**src/rtl/sap1_pkg.sv**
```systemverilog
// Shared constants for the SAP-1 controller: opcodes, T-state indices and control-word bit positions.
package sap1_pkg;

    localparam int OP_W = 4;

    localparam logic [OP_W-1:0] OP_LDA = 4'b0000;
    localparam logic [OP_W-1:0] OP_ADD = 4'b0001;
    localparam logic [OP_W-1:0] OP_SUB = 4'b0010;
    localparam logic [OP_W-1:0] OP_OUT = 4'b1110;
    localparam logic [OP_W-1:0] OP_HLT = 4'b1111;

    localparam int T1 = 0;
    localparam int T2 = 1;
    localparam int T3 = 2;
    localparam int T4 = 3;
    localparam int T5 = 4;
    localparam int T6 = 5;

    localparam int CW_PC_INC    = 0;
    localparam int CW_PC_OUT    = 1;
    localparam int CW_MAR_IN    = 2;
    localparam int CW_RAM_OUT   = 3;
    localparam int CW_INSTR_IN  = 4;
    localparam int CW_INSTR_OUT = 5;
    localparam int CW_A_IN      = 6;
    localparam int CW_A_OUT     = 7;
    localparam int CW_B_IN      = 8;
    localparam int CW_ALU_SUB   = 9;
    localparam int CW_ALU_OUT   = 10;
    localparam int CW_OUT_IN    = 11;
    localparam int CW_W         = 12;

    typedef logic [CW_W-1:0] ctrl_word_t;

    // Instructions that touch memory and use the full T4..T6 execute window.
    function automatic logic is_mem_op(input logic [OP_W-1:0] op);
        return (op == OP_LDA) || (op == OP_ADD) || (op == OP_SUB);
    endfunction

endpackage

```
**src/rtl/sap1_ring_counter.sv**
```systemverilog
// One-hot T-state ring counter with synchronous reset, hold and early wrap back to T1.
module sap1_ring_counter #(
    parameter int NUM_T = 6
) (
    input  logic             clk,
    input  logic             rst,
    input  logic             hold_i,
    input  logic             wrap_i,
    output logic [NUM_T-1:0] t_o
);

    localparam logic [NUM_T-1:0] FIRST = {{(NUM_T-1){1'b0}}, 1'b1};

    logic [NUM_T-1:0] t_q;
    logic [NUM_T-1:0] t_d;

    always_comb begin
        t_d = {t_q[NUM_T-2:0], t_q[NUM_T-1]};
        if (hold_i) begin
            t_d = t_q;
        end else if (wrap_i) begin
            t_d = FIRST;
        end
    end

    always_ff @(posedge clk) begin
        if (rst) begin
            t_q <= FIRST;
        end else begin
            t_q <= t_d;
        end
    end

    assign t_o = t_q;

endmodule

```
**src/rtl/sap1_controller.sv**
```systemverilog
// SAP-1 controller-sequencer: T1..T6 ring, opcode latch, halt flag and Moore strobe decode.
// Optional build macro SAP1_VAR_CYCLE_EN: OUT and NOP instructions wrap to T1 after T4.
module sap1_controller
    import sap1_pkg::*;
#(
    parameter int OPCODE_W = OP_W,
    parameter int NUM_T    = 6
) (
    input  logic                clk,
    input  logic                rst,
    input  logic [OPCODE_W-1:0] opcode_in,
    output logic                pc_inc,
    output logic                pc_out,
    output logic                mar_in,
    output logic                ram_out,
    output logic                instr_in,
    output logic                instr_out,
    output logic                a_in,
    output logic                a_out,
    output logic                b_in,
    output logic                alu_sub,
    output logic                alu_out,
    output logic                out_in,
    output logic                halt,
    output logic [NUM_T-1:0]    t_state
);

    logic [OPCODE_W-1:0] op_q, op_d;
    logic                halt_q, halt_d;
    logic [NUM_T-1:0]    t_q;
    logic                wrap_early;
    ctrl_word_t          cw;

    sap1_ring_counter #(.NUM_T(NUM_T)) u_ring (
        .clk    (clk),
        .rst    (rst),
        .hold_i (halt_q),
        .wrap_i (wrap_early),
        .t_o    (t_q)
    );

`ifdef SAP1_VAR_CYCLE_EN
    assign wrap_early = t_q[T4] && !is_mem_op(op_q);
`else
    assign wrap_early = 1'b0;
`endif

    // Opcode is sampled only on the edge leaving T3; HLT raises halt on that same edge so it reads 1 throughout T4.
    always_comb begin
        op_d   = op_q;
        halt_d = halt_q;
        if (t_q[T3] && !halt_q) begin
            op_d = opcode_in;
            if (opcode_in == OP_HLT) begin
                halt_d = 1'b1;
            end
        end
    end

    always_ff @(posedge clk) begin
        if (rst) begin
            op_q   <= '0;
            halt_q <= 1'b0;
        end else begin
            op_q   <= op_d;
            halt_q <= halt_d;
        end
    end

    always_comb begin
        cw = '0;
        if (!rst && !halt_q) begin
            if (t_q[T1]) begin
                cw[CW_PC_OUT] = 1'b1;
                cw[CW_MAR_IN] = 1'b1;
            end
            if (t_q[T2]) begin
                cw[CW_PC_INC] = 1'b1;
            end
            if (t_q[T3]) begin
                cw[CW_RAM_OUT]  = 1'b1;
                cw[CW_INSTR_IN] = 1'b1;
            end
            if (t_q[T4]) begin
                case (op_q)
                    OP_LDA, OP_ADD, OP_SUB: begin
                        cw[CW_INSTR_OUT] = 1'b1;
                        cw[CW_MAR_IN]    = 1'b1;
                    end
                    OP_OUT: begin
                        cw[CW_A_OUT]  = 1'b1;
                        cw[CW_OUT_IN] = 1'b1;
                    end
                    default: ;
                endcase
            end
            if (t_q[T5]) begin
                case (op_q)
                    OP_LDA: begin
                        cw[CW_RAM_OUT] = 1'b1;
                        cw[CW_A_IN]    = 1'b1;
                    end
                    OP_ADD, OP_SUB: begin
                        cw[CW_RAM_OUT] = 1'b1;
                        cw[CW_B_IN]    = 1'b1;
                        cw[CW_ALU_SUB] = (op_q == OP_SUB);
                    end
                    default: ;
                endcase
            end
            if (t_q[T6]) begin
                case (op_q)
                    OP_ADD, OP_SUB: begin
                        cw[CW_ALU_OUT] = 1'b1;
                        cw[CW_A_IN]    = 1'b1;
                        cw[CW_ALU_SUB] = (op_q == OP_SUB);
                    end
                    default: ;
                endcase
            end
        end
    end

    assign pc_inc    = cw[CW_PC_INC];
    assign pc_out    = cw[CW_PC_OUT];
    assign mar_in    = cw[CW_MAR_IN];
    assign ram_out   = cw[CW_RAM_OUT];
    assign instr_in  = cw[CW_INSTR_IN];
    assign instr_out = cw[CW_INSTR_OUT];
    assign a_in      = cw[CW_A_IN];
    assign a_out     = cw[CW_A_OUT];
    assign b_in      = cw[CW_B_IN];
    assign alu_sub   = cw[CW_ALU_SUB];
    assign alu_out   = cw[CW_ALU_OUT];
    assign out_in    = cw[CW_OUT_IN];
    assign halt      = halt_q;
    assign t_state   = t_q;

endmodule

```
**config.mk**
```make
export PLATFORM = sky130hd
export DESIGN_NAME = sap1_controller
export DESIGN_NICKNAME = d
export VERILOG_FILES = /design/src/rtl/sap1_pkg.sv /design/src/rtl/sap1_ring_counter.sv /design/src/rtl/sap1_controller.sv
export SDC_FILE = /design/constraint.sdc
export NUM_CORES = 1
export LEC_CHECK = 0
export BUFFER_PORTS_ARGS = -buffer_cell sky130_fd_sc_hd__buf_4
export CORE_AREA = 2 2 39 41
export DETAILED_ROUTE_END_ITERATION = 10
export DIE_AREA = 0 0 41 43
export GPL_TIMING_DRIVEN = 0
export PLACE_DENSITY = 0.73
export SLEW_MARGIN = 0
export SYNTH_ARGS = -nofsm -noshare
export SYNTH_HDL_FRONTEND = slang
export SYNTH_SLANG_ARGS = --single-unit
```
**constraint.sdc**
```tcl
create_clock -name clk -period 2.1 [get_ports clk]
set_input_delay 0.315 -clock clk [delete_from_list [all_inputs] [get_ports clk]]
set_output_delay 0.315 -clock clk [all_outputs]
set_load 0.1 [all_outputs]
```
==> summary.txt, run 1 <==
Logic synthesis
  – Top cell type's share of synthesized area: 38.9%
  – Post-synth net total: 72
  – Synth area leaders: dfxtp_1, mux2i_1, nor2_1, nor3_2, a21oi_1
  – Cells after synthesis: 66
  – Library cells used by synthesis: 26
  – Syn Area/Cell: 8.59 um^2
  – Synth Register Bits: 11
  – Synth Cell Area: 567 um^2
  – Yosys warning total: 0
  – Yosys top cell by area: dfxtp_1
  – Sequential share of the synthesized area: 38.9%

Timing
  – Fin Hold WS: 0.298 ns
  – Final min period: 2.05 ns
  – Setup WS post-layout: 0.0521 ns
  – Tcrit/Tclk final: 97.5%
  – Final Skew: 0.000385 ns
  – Worst slew pin tran: 0.693 ns
  – Worst slew margin: 53.8%
  – Peak Freq: 488 MHz
  – Hold Vio Cnt, Final: 0
  – Fin. max-slew vios: 0
  – Unrepaired setup endpoints after global routing: false
  – Final setup violation count: 0

Drt
  – DRT Pass-1 Iters: 2
  – Detailed Route WL: 1.24 mm
  – Drt initial violations: 6
  – DRT antenna net count: 0
  – Drc violations: 0
  – Routed WL per cell: 11.5 um
  – Via count: 535
  – Vias/cell: 4.95

Clocking
  – Clock Latency Late Sink: 0.26 ns
  – CTS max path bufs: 2
  – Clock Pin Slew Worst Setup and Hold Paths: 0.07 ns
  – CTS H-Tree Depth: 1
  – Clk root buf: clkbuf_4
  – Post-CTS Hold Fix Bufs: 0
  – Cts bufs inserted: 3
  – Setup Buffers After CTS: 0
  – Clock sinks: 11
  – CTS tree: built

Power and ir drop
  – Static leakage: 0.373 nW
  – Worst VDD drop: 0.452 mV
  – PwrDens: 553 nW/um^2

Placement
  – Placed cells: 105
  – Final HPWL DP: 998 um
  – RD Place Congestion: 0.732
  – Post-Place Setup Slack: 0.0711 ns
  – PortBufs: 23

Worst hold path
  – Worst hold path class: in2reg

Finish
  – Layout cells sized above 1: 52.2%
  – Final std cells w/o fill: 108
  – Nets: 99
  – Fin util: 66.6%
  – Filler Cell Count: 129
  – Synth-to-layout area growth: 62.7%
  – Ant. Diodes: 0

Global routing
  – Total grt overflow: 0
  – GR Util All Layers: 17.1%
  – Vias in the first global route: 452
  – Initial antenna violation count: 0
  – Largest net degree at the start of global routing: 11
  – First-pass GRT wire length: 2.05 mm

Floorplanning
  – Die H: 43 um
  – Chip width: 41 um
  – Floorplan core area: 1380 um^2
  – Initial core utilization: 41.0%
  – Die ar.: 1760 um^2
  – Core Rows: 14
  – Top Ports: 25

Setup path
  – Crit Path Max Fanout: 7
  – CP Launch Type: flop
  – CP endpoint kind: output pin
  – CP Class: reg2out
  – Worst Path Required: 1.78 ns
  – Crit path DAT: 1.73 ns

Run status
  – Status: finished, final reports clean

Flow run
  – # Max-Cap Violations: 0
## layer usage
metal,up-vias,global-route usage (%),wire length [um]
li1,276,-,-
met1,242,25.7,566
met2,15,21.9,596
met3,2,1.57,69
met4,0,12.0,10
met5,-,0,0
## worst max-delay path: stages, from the launching register on
cell and delay [ns]:
dfxtp_4 0.39, or4_4 0.62, nor3b_4 0.26, buf_12 0.20
## synthesized netlist by cell type, drive strengths merged
cell type and number:
dfxtp 11, a211oi 1, mux2i 8, xnor2 1
inv 2, a21oi 3, nor3 4, nand2 3
or4 1, nor2 14, nor2b 1, and2 1
nor3b 3, o211ai 1, a31oi 1, nand3 1
nand2b 1, nor4 1, a2bb2oi 1, clkbuf 2
buf 4, and3 1
## stage by stage
stage                     TNS [ns]  total power, mW  instance area (um^2)
after floorplan              -1.20            0.346                   694
after global placement           0            0.374                   887
after detailed placement         0            0.375                   887
after CTS                        0            0.516                   930
after global routing             0            0.532                   922
final                            0            0.510                   922
## worst paths after layout
check	startpoint	to	slack, ns	cells past startpoint
setup reg to reg	u_ring.t_o[2]	op_q[0]	1.04	4
setup / recovery	halt	b_in	0.05	3
hold / removal	opcode_in[3]	op_q[3]	0.30	3
hold reg to reg	u_ring.t_o[0]	u_ring.t_o[0]	0.52	2
## placed cells by master, fill, tap and decap left out, types with 2 or more instances in the layout
cell / instances
buf_6: 3
inv_1: 2
mux2i_1: 8
clkbuf_4: 3
a21oi_1: 3
nand2_1: 3
buf_4: 20
nor2_4: 2
nor3_4: 4
dfxtp_4: 2
nor2_1: 12
dfxtp_2: 5
clkbuf_1: 3
buf_12: 2
nor3b_4: 3
dfxtp_1: 4
## registers in the layout, indices dropped and copies added (netlist names)
signal,cells
u_ring.t_o,6
op_q,4
halt,1
## area by class of cell
cell class | count | area, um^2 | area share, %
well taps | 16 | 20.0 | 2.17
multi-input cells | 47 | 398 | 43.1
flip-flops and latches | 11 | 234 | 25.4
inverters | 2 | 7.51 | 0.814
clock buffers | 4 | 26.3 | 2.85
repair buffers | 23 | 193 | 20.9
plain buffers | 5 | 43.8 | 4.75
## power by group
group          internal, mW  switching [mW]  total, mW
Combinational        0.0384           0.106      0.145
Clock                0.0734          0.0668      0.140
Sequential            0.215          0.0101      0.225
Total                 0.327           0.183      0.510
## repair_timing
| item | 4_1_cts | 5_1_grt |
|---|---|---|
| pin swaps | 0 | 2 |
| endpoints found under the setup margin | 2 | 4 |
| gates cloned | 0 | 0 |
| resized for setup | 4 | 1 |
| hold endpoints to repair | 0 | 0 |
## logic make-up after synthesis
group	Yosys count	synth area share [%]
AO/OA/AOI/OAI	7	7.95
flip-flops	11	38.9
buffers and inverters	8	7.73
AND/OR/NAND/NOR	31	29.8
XOR/XNOR	1	1.55
multiplexers	8	14.1
No activity file was read; power rests on OpenSTA's default activity.
==> run 2: changes to the inputs <==
Settings changed: ABC_AREA set to 1, CTS_CLUSTER_DIAMETER set to 40, PLACE_DENSITY 0.73 to 0.67.
==> run 2 against run 1 <==
Clock-buffer cell count is 1 lower. Critical path type unchanged. Sequential cell count stayed put. Largest power group unchanged. Die area stayed put. Largest cell class unchanged. Sequential share of layout area is 3.1 points higher.
==> summary.txt, run 2 <==
Finish
  – Layout cells sized above 1: 45.1%
  – Largest register FFs: 6
  – Commonest non-fill, non-tap cell in the layout: buf_4
  – Filler Cell Count: 127
  – Synth-to-layout area growth: 66.5%
  – Ant. Diodes: 0
  – Nets: 109
  – Commonest non-fill, non-tap cells in the layout: buf_4, nand2_1, inv_1, nor2_1, dfxtp_1

Setup path
  – CP endpoint kind: output pin
  – R2r startpoint: u_ring.t_o[2]
  – Worst-path cell chain: nor2_4 -> nand2_2 -> nor3_4 -> buf_12 -> buf_4
  – R2R depth: 4
  – Crit Path Max Fanout: 6
  – Slowest CP cell: dfxtp_4
  – Crit path largest cell delay: 0.37 ns
  – Crit path DAT: 1.59 ns
  – Worst Path Required: 1.78 ns
  – CP Class: reg2out
  – CP Launch Type: flop
  – FF-to-FF setup slack: 1.09 ns
  – R2r endpoint: halt

Clocking
  – CTS resizes: 0
  – Clock sinks: 11
  – Clock Latency Late Sink: 0.27 ns
  – Setup Buffers After CTS: 0
  – CTS H-Tree Depth: 1
  – Clock Pin Slew Worst Setup and Hold Paths: 0.07 ns
  – CTS tree: built
  – Post-CTS Hold Fix Bufs: 0
  – Clk root buf: clkbuf_4
  – Cts bufs inserted: 3
  – CTS max path bufs: 2

Logic synthesis
  – Synth Cell Area: 497 um^2
  – Sequential share of the synthesized area: 44.3%
  – Synth area leaders: dfxtp_1, nand2_1, nor2_1, inv_1, o21ai_0
  – EDFF count, synth: 0
  – Mux contribution to synthesized area: 0%
  – Main combinational cell family by area after synthesis: simple AND/OR/NAND/NOR gates
  – FFs w/ async S/R, synth: 0%
  – Adder-cell share of the synthesized area: 0%
  – Top-count cell post-synth: nand2_1
  – Syn Area/Cell: 6.71 um^2
  – Post-synth net total: 80
  – Main synth FF type: dfxtp_1
  – Post-synthesis compound-gate area fraction: 16.1%
  – Top cell type's share of synthesized area: 44.3%
  – Cells after synthesis: 74
  – Yosys top cell by area: dfxtp_1
  – Synth Register Bits: 11
  – Commonest cells in the netlist: nand2_1, nor2_1, dfxtp_1, inv_1, o21ai_0
  – Library cells used by synthesis: 13
  – Yosys warning total: 0
  – Synth Area in Simple Gates: 30.5%
  – XOR/XNOR Fraction of Synth Area: 0%

Floorplanning
  – Initial core utilization: 35.9%
  – Chip width: 41 um
  – Floorplan core area: 1380 um^2
  – Die ar.: 1760 um^2
  – Die H: 43 um
  – Top Ports: 25
  – Core Rows: 14

Timing
  – Tcrit/Tclk final: 90.8%
  – Unrepaired setup endpoints after global routing: false
  – Peak Freq: 525 MHz
  – Final setup violation count: 0
  – Final Skew: 0.00393 ns
  – Fin Hold WS: 0.267 ns
  – Hold Vio Cnt, Final: 0
  – Worst slew pin tran: 0.442 ns
  – Worst slew margin: 70.3%
  – Fin. max-slew vios: 0
  – Final min period: 1.91 ns

Drt
  – DRT antenna net count: 0
  – Drt initial violations: 8
  – Routed WL per cell: 10.5 um
  – Drc violations: 0
  – Vias/cell: 4.81
  – Via count: 568
  – DRT Pass-1 Iters: 4
  – Detailed Route WL: 1.24 mm

Power and ir drop
  – Worst VDD drop: 0.420 mV
  – Total power: 0.503 mW
  – PwrDens: 609 nW/um^2
  – Static leakage: 0.390 nW

Worst hold path
  – Worst Min Path Start: rst
  – Worst hold path class: in2reg
  – Hold path cells: 2
  – Min-Delay Endpoint: u_ring.t_o[3]

Placement
  – Final HPWL DP: 977 um
  – RD Place Congestion: 0.782
  – PortBufs: 24

Global routing
  – Total grt overflow: 0
  – Largest net degree at the start of global routing: 8
  – Initial antenna violation count: 0
  – Vias in the first global route: 495
  – GR Util All Layers: 18.1%
  – First-pass GRT wire length: 2.11 mm

Run status
  – Status: finished, final reports clean

Flow run
  – # Max-Cap Violations: 0
-- run 2: logic make-up after synthesis --
group | Yosys count
AND/OR/NAND/NOR | 38
AO/OA/AOI/OAI | 14
flip-flops | 11
buffers and inverters | 11
-- run 2: worst max path at each step --
| stage | from | to | slack, ns | cells after the start |
|---|---|---|---|---|
| after floorplan | u_ring.t_o[1] | pc_inc | -0.19 | 2 |
| after global placement | rst | out_in | 0.25 | 6 |
| after detailed placement | rst | out_in | 0.23 | 6 |
| after CTS | halt | out_in | 0.02 | 5 |
| after global routing | halt | out_in | 0.12 | 5 |
| final | halt | out_in | 0.19 | 5 |
-- run 2: final cells by class --
type / count / area (um^2) / share of cell area [%]
Buffer: 1 / 20.0 / 2.42
Sequential cell: 11 / 235 / 28.4
Multi-Input combinational cell: 52 / 307 / 37.1
Clock buffer: 3 / 22.5 / 2.72
Inverter: 10 / 37.5 / 4.54
Timing Repair Buffer: 24 / 180 / 21.8
Tap cell: 16 / 20.0 / 2.42
Clock inverter: 1 / 5.00 / 0.605
-- run 2: through the flow --
step                setup WS, ns  utilization [%]  std cells  cell area (um^2)  TNS, ns
global placement           0.249             57.2        114               792        0
floorplan                 -0.186                -         74               592   -0.489
global route               0.115             59.8        118               827        0
finish                     0.194             59.8        118               827        0
CTS                       0.0184             59.2        118               820        0
detailed placement         0.235             57.2        114               792        0
-- run 2: routing by layer --
layer | vias up | track usage [%] | wire length [um] | share of wire, %
met4 | 0 | 12.0 | 37 | 3.0
met1 | 251 | 23.5 | 533 | 43
met5 | - | 0 | 0 | 0
li1 | 296 | - | - | -
met3 | 5 | 4.71 | 72 | 5.8
met2 | 16 | 25.0 | 598 | 48
-- run 2: power breakdown --
group | leakage (nW) | total (mW) | switching [mW] | internal (mW)
logic | 0.279 | 0.137 | 0.106 | 0.0317
registers | 0.0932 | 0.220 | 0.00624 | 0.214
clock network | 0.0177 | 0.146 | 0.0751 | 0.0706
-- run 2: worst max-delay path: cells and delay by family (launching register included) --
family | cells | cell delay, ns
AND/OR/NAND/NOR | 3 | 0.55
buffers and inverters | 2 | 0.39
flip-flops | 1 | 0.37
